[src/rtl/spi_slave.sv]
// SPI mode-0 target: oversamples sclk/cs_n/mosi in the clk domain, shifts a buffered word out on miso
// while assembling the received word. Define SPI_SLAVE_STATUS_EN to add sticky tx_underrun/rx_abort flags.
module spi_slave #(
  parameter int WIDTH     = 8,
  parameter bit LSB_FIRST = 1'b1
) (
  input  logic             clk,
  input  logic             rst,
  input  logic             sclk,
  input  logic             cs_n,
  input  logic             mosi,
  output logic             miso,
  input  logic [WIDTH-1:0] tx_data,
  input  logic             tx_load,
  output logic             tx_ready,
  output logic [WIDTH-1:0] rx_data,
  output logic             rx_valid,
  output logic             busy
`ifdef SPI_SLAVE_STATUS_EN
  ,
  input  logic             status_clr,
  output logic             tx_underrun,
  output logic             rx_abort
`endif
);

  localparam int CNT_W = (WIDTH > 2) ? $clog2(WIDTH) : 1;
  localparam int FIRST = LSB_FIRST ? 0 : WIDTH - 1;
  localparam logic [CNT_W-1:0] LAST_BIT = CNT_W'(WIDTH - 1);

  typedef enum logic {IDLE, ACTIVE} state_t;

  state_t state, next_state;

  logic sclk_meta, sclk_sync, sclk_hist;
  logic cs_meta, cs_sync, cs_hist;
  logic mosi_meta, mosi_sync;

  logic [WIDTH-1:0] shift_in, shift_out, tx_buf;
  logic [WIDTH-1:0] in_next, out_next, load_word;
  logic [CNT_W-1:0] bit_cnt;
  logic             buf_full;

  logic rise, fall, cs_fall;
  logic word_start, word_done, shift_en, drive_next, go_idle, abort_evt, load_accept;

  // Two flops per input against metastability, plus a history flop so edges are seen for one cycle.
  // NOTE: sequential state always uses non-blocking assignments so every flop samples pre-edge values.
  always_ff @(posedge clk or negedge rst) begin
    if (!rst) begin
      sclk_meta <= 1'b0;
      sclk_sync <= 1'b0;
      sclk_hist <= 1'b0;
      cs_meta   <= 1'b1;
      cs_sync   <= 1'b1;
      cs_hist   <= 1'b1;
      mosi_meta <= 1'b0;
      mosi_sync <= 1'b0;
    end else begin
      sclk_meta <= sclk;
      sclk_sync <= sclk_meta;
      sclk_hist <= sclk_sync;
      cs_meta   <= cs_n;
      cs_sync   <= cs_meta;
      cs_hist   <= cs_sync;
      mosi_meta <= mosi;
      mosi_sync <= mosi_meta;
    end
  end

  assign rise    = sclk_sync & ~sclk_hist;
  assign fall    = ~sclk_sync & sclk_hist;
  assign cs_fall = ~cs_sync & cs_hist;

  assign in_next   = LSB_FIRST ? {mosi_sync, shift_in[WIDTH-1:1]} : {shift_in[WIDTH-2:0], mosi_sync};
  assign out_next  = LSB_FIRST ? (shift_out >> 1) : (shift_out << 1);
  assign load_word = buf_full ? tx_buf : '0;

  always_ff @(posedge clk or negedge rst) begin
    if (!rst) state <= IDLE;
    else      state <= next_state;
  end

  // NOTE: every signal written here gets a default first, so no path can infer a latch.
  always_comb begin
    next_state = state;
    word_start = 1'b0;
    word_done  = 1'b0;
    shift_en   = 1'b0;
    drive_next = 1'b0;
    go_idle    = 1'b0;
    abort_evt  = 1'b0;
    case (state)
      IDLE: begin
        if (cs_fall) begin
          next_state = ACTIVE;
          word_start = 1'b1;
        end
      end
      ACTIVE: begin
        if (rise) begin
          shift_en  = 1'b1;
          word_done = (bit_cnt == LAST_BIT);
        end
        if (cs_sync) begin
          // A last-bit rise coinciding with deselect still delivers its word.
          next_state = IDLE;
          go_idle    = 1'b1;
          abort_evt  = !word_done && (bit_cnt != '0 || rise);
        end else begin
          word_start = word_done;
          // bit_cnt==0 here means the reload already put bit 0 of the next word on miso.
          drive_next = fall && (bit_cnt != '0);
        end
      end
      default: next_state = IDLE;
    endcase
  end

  // A load arriving together with a reload is kept: the reload takes the old contents.
  assign load_accept = tx_load && (!buf_full || word_start);
  assign tx_ready    = ~buf_full;
  assign busy        = (state == ACTIVE);

  always_ff @(posedge clk or negedge rst) begin
    if (!rst) begin
      shift_in  <= '0;
      shift_out <= '0;
      bit_cnt   <= '0;
      miso      <= 1'b0;
      rx_data   <= '0;
      rx_valid  <= 1'b0;
      tx_buf    <= '0;
      buf_full  <= 1'b0;
    end else begin
      rx_valid <= 1'b0;
      if (shift_en) begin
        shift_in <= in_next;
        bit_cnt  <= word_done ? '0 : bit_cnt + 1'b1;
      end
      if (word_done) begin
        rx_data  <= in_next;
        rx_valid <= 1'b1;
      end
      if (word_start) begin
        shift_out <= load_word;
        miso      <= load_word[FIRST];
      end else if (drive_next) begin
        shift_out <= out_next;
        miso      <= out_next[FIRST];
      end
      if (go_idle) begin
        shift_in  <= '0;
        shift_out <= '0;
        bit_cnt   <= '0;
        miso      <= 1'b0;
      end
      if (load_accept) begin
        tx_buf   <= tx_data;
        buf_full <= 1'b1;
      end else if (word_start) begin
        buf_full <= 1'b0;
      end
    end
  end

`ifdef SPI_SLAVE_STATUS_EN
  // Sticky flags; a set event in the same cycle as status_clr wins.
  always_ff @(posedge clk or negedge rst) begin
    if (!rst) begin
      tx_underrun <= 1'b0;
      rx_abort    <= 1'b0;
    end else begin
      if (word_start && !buf_full) tx_underrun <= 1'b1;
      else if (status_clr)         tx_underrun <= 1'b0;
      if (abort_evt)               rx_abort <= 1'b1;
      else if (status_clr)         rx_abort <= 1'b0;
    end
  end
`endif

endmodule

[config.mk]
export PLATFORM = sky130hd
export DESIGN_NAME = spi_slave
export DESIGN_NICKNAME = d
export VERILOG_FILES = /design/src/rtl/spi_slave.sv
export SDC_FILE = /design/constraint.sdc
export NUM_CORES = 1
export LEC_CHECK = 0
export ABC_AREA = 1
export CORE_ASPECT_RATIO = 0.8
export CORE_UTILIZATION = 35
export CTS_CLUSTER_SIZE = 16
export DETAILED_ROUTE_END_ITERATION = 12
export MAX_ROUTING_LAYER = met4
export PLACE_DENSITY_LB_ADDON = 0.12
export SETUP_SLACK_MARGIN = 0.3
export SLEW_MARGIN = 20
export SYNTH_ARGS = -nofsm -noshare
export SYNTH_HDL_FRONTEND = slang
export SYNTH_SLANG_ARGS = --single-unit
[constraint.sdc]
create_clock -name clk -period 4.7 [get_ports clk]
set_input_delay 0.47 -clock clk [delete_from_list [all_inputs] [get_ports clk]]
set_output_delay 0.47 -clock clk [all_outputs]
set_load 0.01 [all_outputs]
# [Word-level counts from Yosys, hierarchy flattened]
# Cells that the tools add are included.
[word_totals] reg_bits=47
[op_classes] n_addsub=1 n_eq_ne=1 muxes=28 n_bitwise=8 reduce_logical=8
[ops] operator="$mux 8" n=6
[ops] operator="$mux 1" n=17
[ops] operator="$mux 3" n=3
[ops] operator="$reduce_bool 3->1" n=2
[ops] operator="$not 1->1" n=5
[ops] operator="$pmux 1 s2" n=2
[ops] operator="$reduce_bool 2->1" n=2
[ops] operator="$add 3x1->3 const B" n=1
[ops] operator="$and 1x1->1" n=3
[ops] operator="$eq 3x3->1 const B" n=1
[ops] operator="$logic_and 1x1->1" n=2
[ops] operator="$logic_not 1->1" n=1
[ops] operator="$logic_or 1x1->1" n=1

# [Depth between registers and ports, before layout]
# Gate-level depths: netlist of the first run.
[logic_depth] word_depth=8 depth_mapped=10 ltp_nobuf=9

# [Worst setup path before layout of the first run]
# OpenSTA, ideal clock, no wires.
[synth_path] path_type="register -> register" start="reg bit_cnt[0]" end="reg shift_out[0]" setup_ns=0.117 arrival_time_ns=1.376 path_slack_ns=3.207 stages_incl_launch_ff=9 n_path_buf=0 path_cell_list="dfrtp_1 ha_1 ha_1 nand3_1 nand2_2 nand2_8 nand2_1 nand2_1 nand2_1"
[synth_between] elab_chain_cells=6 elab_cells_between_ends=11
[synth_rtl] element="from (decl)" line="41" text="logic [CNT_W-1:0] bit_cnt;"
[synth_rtl] element="from (signal assigned)" line="139" text="bit_cnt <= word_done ? '0 : bit_cnt + 1'b1;"
[synth_rtl] element="$eq 3x3->1" line="103" text="word_done = (bit_cnt == LAST_BIT);"
[synth_rtl] element="$mux 1" line="101" text="if (rise) begin"
[synth_rtl] element="$mux 1" line="105" text="if (cs_sync) begin"
[synth_rtl] element="$pmux 1 s2" line="93" text="case (state)"
[synth_rtl] element="$mux 8" line="145" text="if (word_start) begin"
[synth_rtl] element="$mux 8" line="152" text="if (go_idle) begin"
[synth_rtl] element="to (signal assigned)" line="146" text="shift_out <= load_word;"
[synth_rtl] element="to (signal assigned)" line="149" text="shift_out <= out_next;"
[synth_rtl] element="to (decl)" line="39" text="logic [WIDTH-1:0] shift_in, shift_out, tx_buf;"
# Several ways; a longest one is shown, not always the timed one.
# A chain may end at the register's enable or synchronous reset.

# [Final worst setup path of the first run]
[layout_path] start="reg buf_full" end="out tx_ready"
[layout_between] elab_chain_cells=1
[layout_rtl] element="from (decl)" line="42" text="logic buf_full;"
[layout_rtl] element="from (signal assigned)" line="134" text="buf_full <= 1'b0;"
[layout_rtl] element="from (signal assigned)" line="160" text="buf_full <= 1'b1;"
[layout_rtl] element="from (signal assigned)" line="162" text="buf_full <= 1'b0;"
[layout_rtl] element="$not 1->1" line="122" text="assign tx_ready = ~buf_full;"
[layout_rtl] element="to (decl)" line="15" text="output logic tx_ready,"
# No other way between the ends.

==> results.json, run 1 <==
{
  "status": "finished with violations",
  "violations": "design-rule violations",
  "ys_ff_latch": 45,
  "dp_slack_ns": 3.009,
  "track_usage_pct": 14.82,
  "yosys.area.top_type": "dfrtp_1",
  "final_util_pct": 44.97,
  "viasPerCell": 4.606,
  "synth_fp_nets": 223,
  "synth_commonest_cells": "70 x nand2_1, 42 x dfrtp_1, 31 x nand3_1",
  "post-cts-setup-buffers": 0,
  "place_hpwl_um": 2367,
  "synth.top_cell.area_share_pct": 55.08,
  "fin_tns_setup_ns": 0,
  "p_int_uw": 609.5,
  "globalplace.congestion": 0.7845,
  "crit_arrival_ns": 1.40,
  "place_area_um2": 2200,
  "end_kind": "output port",
  "p_sw_uw": 225.5,
  "p_per_area_nw_per_um2": 362.5,
  "routed_wl_um": 3426,
  "finalClockSkew_ns": 0.004946,
  "htreeDepth": 2,
  "rrSetupSlack_ns": 3.01,
  "die_height_um": 68.04,
  "p_clk_share_pct": 30.8,
  "core_um2": 5122,
  "slowest_stage": "clkdlybuf4s50_1",
  "area_growth_pct": 20.72,
  "r2r_cells": 8,
  "nNetsFinal": 251,
  "tritoncts": "yes",
  "period_needed_ns": 1.868,
  "synth_area_um2": 1908,
  "p_leak_nw": 1.183,
  "regToRegEndpoint": "shift_out[3]",
  "slew_headroom_pct": 62.71,
  "synthCells": 206,
  "critical_path.top_delay_family": "buffers and inverters",
  "die_w_um": 84.55,
  "postRouteAntennaNets": 0,
  "synth-edff-count": 0,
  "clk_latency_ns": 0.29,
  "hold_class": "in2async",
  "drt_iter0_drc": 67,
  "routedWlPerCell_um": 11.54,
  "worstSetupPathType": "reg2out",
  "via_count": 1368,
  "clkTransAtPathRegs_ns": 0.08,
  "cts_resized": 0,
  "crit-reg2reg-launch": "bit_cnt[0]",
  "tightest_slew_ns": 0.5594,
  "ys_top_cells_by_area": "dfrtp_1 55%, nand2_1 14%, nand3_1 8.1%",
  "final_cell_area_um2": 2303,
  "io-pin-count": 26,
  "rsz0062_at_grt": "no",
  "grt_overflow": 0,
  "final_cells": 297,
  "setup_violations": 0,
  "peakVddDrop_v": 0.0001962,
  "cts_buffers": 5,
  "drt-pass1-iter-count": 9,
  "antenna_found_initial": 0,
  "insertedDiodeCount": 0,
  "pwr-share-seq_pct": 54.6,
  "combPwrFrac_pct": 14.6,
  "switching_share_pct": 27.00,
  "dieArea_um2": 5753,
  "synth_seq_area_share_pct": 59.21,
  "cts_sinks": 45,
  "cp_num_buf_inv": 2,
  "cpPeakStageDelay_ns": 0.53,
  "ys.flop_type": "dfrtp_1",
  "finalHoldViolCount": 0,
  "drive_above_1_share_pct": 8.511,
  "postCtsHoldBufs": 0,
  "yosysWarnings": 0,
  "grt_pass1_vias": 1303,
  "start_util_pct": 37.25,
  "required_ns": 4.23,
  "grt_pass1_wl_um": 6161,
  "port_buffers": 25,
  "placedCellCount": 289,
  "max_freq_mhz": 535.4,
  "worst_slack_ns": 2.832,
  "cts-root-buf": "clkbuf_8",
  "cp_max_fo": 10,
  "drv_slew": 0,
  "startpoint_type": "flop",
  "drc": 2,
  "ys_types": 20,
  "grt_max_degree": 46,
  "yosysMostFrequentCell": "nand2_1",
  "drv_cap": 0,
  "finalCritPeriodShare_pct": 39.74,
  "path_cells": "inv_1, clkdlybuf4s50_1",
  "rows": 23,
  "clock_path_buffers": 2,
  "async_reset_ff_share_pct": 100.0,
  "syn_area_per_cell_um2": 9.263
}
[logic make-up (layout without fill, tap and decap cells)]
| logic type | after synthesis | in the layout | synth area share, % |
|---|---|---|---|
| AO/OA/AOI/OAI | 19 | 19 | 5.180 |
| adder cells (fa/ha/maj) | 3 | 3 | 1.967 |
| buffers and inverters | 28 | 57 | 6.360 |
| flip-flops | 45 | 45 | 59.21 |
| AND/OR/NAND/NOR | 111 | 111 | 27.28 |
[per-layer routing]
| metal | GRT usage, % | vias up | routed length [um] |
|---|---|---|---|
| li1 | - | 712 | - |
| met1 | 20.41 | 623 | 1853 |
| met2 | 20.22 | 28 | 1397 |
| met3 | 3.981 | 5 | 136 |
| met4 | 6.992 | 0 | 39 |
| met5 | - | - | 0 |
[flip-flops by register name (all words and copies together) (netlist names)]
name / flops
shift_out: 8
rx_data: 8
cs_sync: 1
mosi_meta: 1
sclk_sync: 1
rx_valid: 1
busy: 1
sclk_hist: 1
bit_cnt: 3
cs_meta: 1
buf_full: 1
cs_hist: 1
sclk_meta: 1
shift_in: 7
mosi_sync: 1
tx_buf: 8
[cells in the final DEF, fill, tap and decap left out, types with 2 or more instances in the layout]
cell | Yosys | layout
nand2_4 | 3 | 3
dfrtp_1 | 42 | 42
inv_1 | 23 | 23
clkdlybuf4s50_1 | 0 | 24
nand3_1 | 31 | 31
nand2_1 | 70 | 70
o21ai_0 | 13 | 13
clkbuf_8 | 0 | 7
ha_1 | 3 | 3
dfstp_2 | 3 | 3
o21ai_1 | 3 | 3
nand4_1 | 2 | 2
o22ai_1 | 3 | 3
[cell type report]
cell class	count	area [um2]
flip-flops and latches	45	1130
inverters	24	90.09
multi-input cells	133	656.9
clock inverters	1	5.005
well taps	62	77.57
repair buffers	25	247.7
clock buffers	7	96.34
fillers	523	2819
[stage by stage]
step / total power, mW / hold WS, ns
after global routing: 0.8959 / 0.1994
final: 0.8350 / 0.1691
after detailed placement: 0.5867 / 0.3365
after floorplan: 0.5396 / 0.1744
after global placement: 0.5852 / 0.3331
after CTS: 0.8513 / 0.3559
[power groups by stage]
stage,Clock (mW),Sequential [mW],Combinational [mW]
finish,0.258,0.456,0.122
global route,0.290,0.462,0.144
CTS,0.272,0.455,0.124
detailed placement,0,0.463,0.124
global placement,0,0.463,0.122
floorplan,0,0.451,0.0885
[worst max path at each step]
stage	start	to	slack [ns]	cells after the start
2_1_floorplan	bit_cnt[0]	shift_out[0]	3.21	8
3_3_place_gp	bit_cnt[1]	shift_out[5]	3.05	8
3_5_place_dp	bit_cnt[0]	shift_out[2]	3.01	8
4_1_cts	buf_full	tx_ready	2.80	2
5_1_grt	buf_full	tx_ready	2.71	2
6_report	buf_full	tx_ready	2.83	2
[worst register-to-register path, delay by kind of cell, from the launching register on]
| kind | cells | cell delay (ns) |
|---|---|---|
| AND/OR/NAND/NOR | 6 | 0.78 |
| adder cells (fa/ha/maj) | 2 | 0.43 |
| flip-flops | 1 | 0.39 |
(Power assumes the default switching activity.)
==> inputs of run 2 (changes only) <==
==> constraint.sdc (replaced) <==
create_clock -name clk -period 1.7 [get_ports clk]
set_input_delay 0.17 -clock clk [delete_from_list [all_inputs] [get_ports clk]]
set_output_delay 0.17 -clock clk [all_outputs]
set_load 0.01 [all_outputs]
==> run 2 against run 1 <==
The run still ends with design-rule violations left. Global-route usage increased by 0.47 points. Cell count increased by 4.7%. Critical path depth up 8. Highest routed layer unchanged.
==> results.json, run 2 (same netlist as run 1, synthesis figures left out) <==
{
  "status": "finished with violations",
  "violations": "design-rule violations",
  "drc": 4,
  "placedCellCount": 292,
  "insertedDiodeCount": 0,
  "cts_sinks": 45,
  "place_hpwl_um": 2578,
  "die_w_um": 84.55,
  "final_cells": 311,
  "cts-root-buf": "clkbuf_8",
  "io-pin-count": 26,
  "routedWlPerCell_um": 11.72,
  "period_needed_ns": 1.426,
  "startpoint_type": "flop",
  "hold_slack_ns": 0.2776,
  "tightest_slew_ns": 0.5303,
  "grt_pass1_wl_um": 6499,
  "critical_path.top_delay_family": "simple AND/OR/NAND/NOR gates",
  "drt_iter0_drc": 64,
  "p_per_area_nw_per_um2": 984.0,
  "grt_max_degree": 24,
  "die_height_um": 68.04,
  "port_buffers": 25,
  "fill_cells": 477,
  "max_freq_mhz": 701.2,
  "worstSetupPathType": "reg2reg",
  "hold_class": "in2reg",
  "globalplace.congestion": 0.7875,
  "track_usage_pct": 15.29,
  "antenna_found_initial": 0,
  "drv_cap": 0,
  "clk_latency_ns": 0.29,
  "slowest_stage": "dfrtp_1",
  "cpPeakStageDelay_ns": 0.39,
  "viasPerCell": 4.585,
  "htreeDepth": 2,
  "cpMostUsedCell": "nand2_1",
  "finalHoldViolCount": 0,
  "cp_num_buf_inv": 1,
  "final_util_pct": 49.61,
  "core_um2": 5122,
  "clkTransAtPathRegs_ns": 0.08,
  "clock_path_buffers": 2,
  "drv_slew": 0,
  "crit_arrival_ns": 1.66,
  "p_leak_nw": 1.366,
  "routed_wl_um": 3646,
  "postRouteAntennaNets": 0,
  "peakVddDrop_v": 0.0004234,
  "slew_headroom_pct": 64.65,
  "nNetsFinal": 265,
  "rsz0062_at_grt": "yes",
  "tritoncts": "yes",
  "multi_input_area_um2": 728.2,
  "required_ns": 1.93,
  "rows": 23,
  "mostFrequentLayoutCells": "63 x nand2_1, 41 x dfrtp_1, 30 x nand3_1",
  "layout_commonest_cell": "nand2_1",
  "area_growth_pct": 33.18,
  "drive_above_1_share_pct": 18.07,
  "end_kind": "flop",
  "grt_pass1_vias": 1401,
  "via_count": 1426,
  "drt-pass1-iter-count": 8,
  "path_cells": "ha_2, ha_4, nand3_4, nand2_4, nand2_8, buf_6, nand2_2, nand2_1, nand2_1, nand2_1",
  "grt_overflow": 0,
  "reg.largest.list": "rx_data (8), shift_out (8), tx_buf (8)",
  "dieArea_um2": 5753,
  "cp_max_fo": 6,
  "start_util_pct": 37.25,
  "finalClockSkew_ns": 0.007392,
  "register_area_um2": 1131,
  "fin_tns_setup_ns": 0,
  "cts_buffers": 5,
  "setup_violations": 0,
  "finalCritPeriodShare_pct": 83.89
}
==> run 2: worst register-to-register path, cell delays in order (launching register included) <==
cell and delay (ns):
dfrtp_1 0.39, ha_2 0.20, ha_4 0.16, nand3_4 0.08, nand2_4 0.07, nand2_8 0.12, buf_6 0.14, nand2_2 0.05
nand2_1 0.05, nand2_1 0.06, nand2_1 0.06
==> run 2: path summary, 6_finish.rpt <==
check                           start      endpoint  slack (ns)  depth (start not counted)
setup / recovery           bit_cnt[1]  shift_out[4]        0.27                         10
hold / removal                   cs_n       cs_meta        0.28                          1
setup reg to reg           bit_cnt[1]  shift_out[4]        0.27                         10
hold reg to reg             mosi_meta     mosi_sync        0.36                          0
max in group asynchronous         rst  shift_out[0]        0.81                          3
min in group asynchronous         rst    rx_data[7]        0.39                          2
==> run 2: report_power, final <==
group	switching [mW]	internal [mW]
registers	0.0683	1.18
logic	0.242	0.181
clock network	0.351	0.478
==> run 2: routing by layer <==
layer  part of all wire, %  up-vias  global-route usage (%)
li1                      -      738                       -
met1                    54      662                   21.00
met2                    43       20                   21.85
met3                   2.6        6                   3.619
met4                  0.99        0                   6.356
met5                     0        -                       -
==> run 2: timing repair <==
action	4_1_cts	5_1_grt
pin swaps	3	3
resized for setup	12	15
hold buffers	1	0
endpoints found under the hold margin	19	0
buffers inserted	10	0
setup endpoints to repair	18	23
==> run 2: final cells by class <==
| cell class | count | share of cell area [%] |
|---|---|---|
| repair buffers | 39 | 15.51 |
| inverters | 24 | 3.545 |
| clock inverters | 2 | 1.477 |
| well taps | 62 | 3.053 |
| clock buffers | 6 | 3.250 |
| multi-input cells | 133 | 28.66 |
| flip-flops and latches | 45 | 44.51 |
==> run 2: stage by stage <==
step           power (mW)  area [um2]  setup slack [ns]
2_1_floorplan       1.494        1923            0.3014
3_3_place_gp        1.640        2250            0.1877
3_5_place_dp        1.640        2250            0.1585
4_1_cts             2.511        2494            0.2600
5_1_grt             2.660        2541            0.1432
6_report            2.500        2541            0.2738
==> inputs of run 3 (changes only) <==
==> constraint.sdc (replaced) <==
create_clock -name clk -period 1.2 [get_ports clk]
set_input_delay 0.12 -clock clk [delete_from_list [all_inputs] [get_ports clk]]
set_output_delay 0.12 -clock clk [all_outputs]
set_load 0.01 [all_outputs]
==> run 3 against run 2 <==
The flow finishes with violations (negative setup slack). Clock-buffer cell count shrank 1. Wire length is 5.3% higher. Setup slack got worse by 0.49 ns. Clock power rose by 39%. Combinational power is 67% higher. Largest cell class unchanged.
==> results.json, run 3 (same netlist as run 1, synthesis figures left out) <==
{
  "routed_wl_um": 3840,
  "placedCellCount": 304,
  "io-pin-count": 26,
  "final_cell_area_um2": 2711,
  "rrSetupSlack_ns": -0.22,
  "crit_start": "bit_cnt[0]",
  "period_needed_ns": 1.421,
  "grt_pass1_vias": 1384,
  "rsz0062_at_grt": "yes",
  "via_count": 1491,
  "p_per_area_nw_per_um2": 1339,
  "startpoint_type": "flop",
  "register_area_um2": 1131,
  "worstSetupPathType": "reg2reg",
  "slowest_stage": "dfrtp_1",
  "max_freq_mhz": 703.8,
  "drive_above_1_share_pct": 31.30,
  "crit_end": "shift_out[0]",
  "htreeDepth": 2,
  "area_growth_pct": 42.10,
  "grt_max_degree": 29,
  "final_util_pct": 52.93,
  "hold_slack_ns": 0.2268,
  "finalCritPeriodShare_pct": 118.4,
  "hold_class": "in2reg",
  "mostFrequentLayoutCells": "61 x nand2_1, 41 x dfrtp_1, 22 x nand3_1",
  "critical_path.top_delay_family": "simple AND/OR/NAND/NOR gates",
  "dp_slack_ns": -0.2064,
  "tritoncts": "yes",
  "track_usage_pct": 15.40,
  "tightest_slew_ns": 0.3604,
  "grt_use_met1_pct": 22.28,
  "grtUsageMet3_pct": 3.739,
  "final_cells": 324,
  "multi_input_area_um2": 884.6,
  "drt-pass1-iter-count": 4,
  "r2r_cells": 9,
  "viasPerCell": 4.602,
  "layout_commonest_cell": "nand2_1",
  "drv_slew": 0,
  "reg.largest.list": "rx_data (8), shift_out (8), tx_buf (8)",
  "antenna_found_initial": 0,
  "grt_pass1_wl_um": 6617,
  "clock_path_buffers": 2,
  "slew_headroom_pct": 75.98,
  "cpMostUsedCell": "nand2_1",
  "path_cells": "ha_2, ha_4, nand3_4, nand2_8, buf_6, nand3_2, nand2_1, nand2_1, nand2_1",
  "drc": 0,
  "rows": 23,
  "required_ns": 1.39,
  "cpPeakStageDelay_ns": 0.39,
  "drt_iter0_drc": 90,
  "crit-reg2reg-launch": "bit_cnt[0]",
  "grt_overflow": 0,
  "place_area_um2": 2376,
  "end_kind": "flop",
  "fill_cells": 507,
  "place_hpwl_um": 2636,
  "start_util_pct": 37.25,
  "clkTransAtPathRegs_ns": 0.09,
  "globalplace.congestion": 0.7739,
  "drv_cap": 0,
  "p_leak_nw": 1.353,
  "status": "finished with violations",
  "routedWlPerCell_um": 11.85,
  "cts_sinks": 45,
  "core_um2": 5122,
  "fin_tns_setup_ns": -3.247,
  "insertedDiodeCount": 0,
  "cts_buffers": 5,
  "finalHoldViolCount": 0,
  "clk_latency_ns": 0.30,
  "dieArea_um2": 5753,
  "finalPower_mw": 3.632,
  "cts-root-buf": "clkbuf_8",
  "finalClockSkew_ns": 0.01398,
  "worst-path-stages": 9,
  "top_usage_layer": "met1",
  "postRouteAntennaNets": 0,
  "cp_max_fo": 7,
  "nNetsFinal": 278,
  "setup_violations": 27,
  "violations": "negative setup slack",
  "peakVddDrop_v": 0.0005900,
  "worst_slack_ns": -0.2209,
  "use_met2_pct": 21.34,
  "cp_num_buf_inv": 1,
  "die_w_um": 84.55,
  "die_height_um": 68.04,
  "regToRegEndpoint": "shift_out[0]",
  "port_buffers": 25,
  "crit_arrival_ns": 1.61
}
-- run 3: cell count changes in the layout (fill, tap and decap cells not counted), sizes merged --
cell	previous run	this run
buf	14	34
dlymetal6s2s	6	0
clkdlybuf4s50	17	12
nand2	75	80
clkbuf	6	5
clkinv	0	1
dlygate4sd2	1	0
-- run 3: repair_timing --
action | 4_1_cts | 5_1_grt
gates resized for setup | 65 | 24
cloned | 4 | 1
endpoints found under the setup margin | 49 | 49
pin swaps | 6 | 7
buffers inserted | 4 | 2
endpoints found under the hold margin | 42 | 0
hold buffers | 1 | 0
-- run 3: per-layer routing --
metal	share of wire, %	wire [um]
met5	0	0
met3	4.6	177
met2	39	1507
met1	55	2118
met4	0.96	37
-- run 3: report_power, final --
group | leakage, nW | internal [mW] | switching, mW | total, mW
clock network | 0.0543 | 0.623 | 0.527 | 1.15
registers | 0.584 | 1.67 | 0.100 | 1.77
logic | 0.714 | 0.309 | 0.399 | 0.708
-- run 3: layout make-up --
| type | instances | area share (%) |
|---|---|---|
| Clock buffer | 5 | 2.538 |
| Clock inverter | 3 | 1.707 |
| Multi-Input combinational cell | 138 | 32.63 |
| Tap cell | 62 | 2.861 |
| Timing Repair Buffer | 47 | 14.95 |
| Sequential cell | 45 | 41.72 |
| Inverter | 24 | 3.599 |
-- run 3: worst min-delay path by stage --
stage / startpoint / endpoint / depth (start not counted)
2_1_floorplan: rst / bit_cnt[0] / 0
4_1_cts: cs_n / cs_meta / 1
5_1_grt: cs_n / cs_meta / 1
6_report: cs_n / cs_meta / 1
3_5_place_dp: rst / rx_data[0] / 2
3_3_place_gp: rst / rx_data[0] / 2
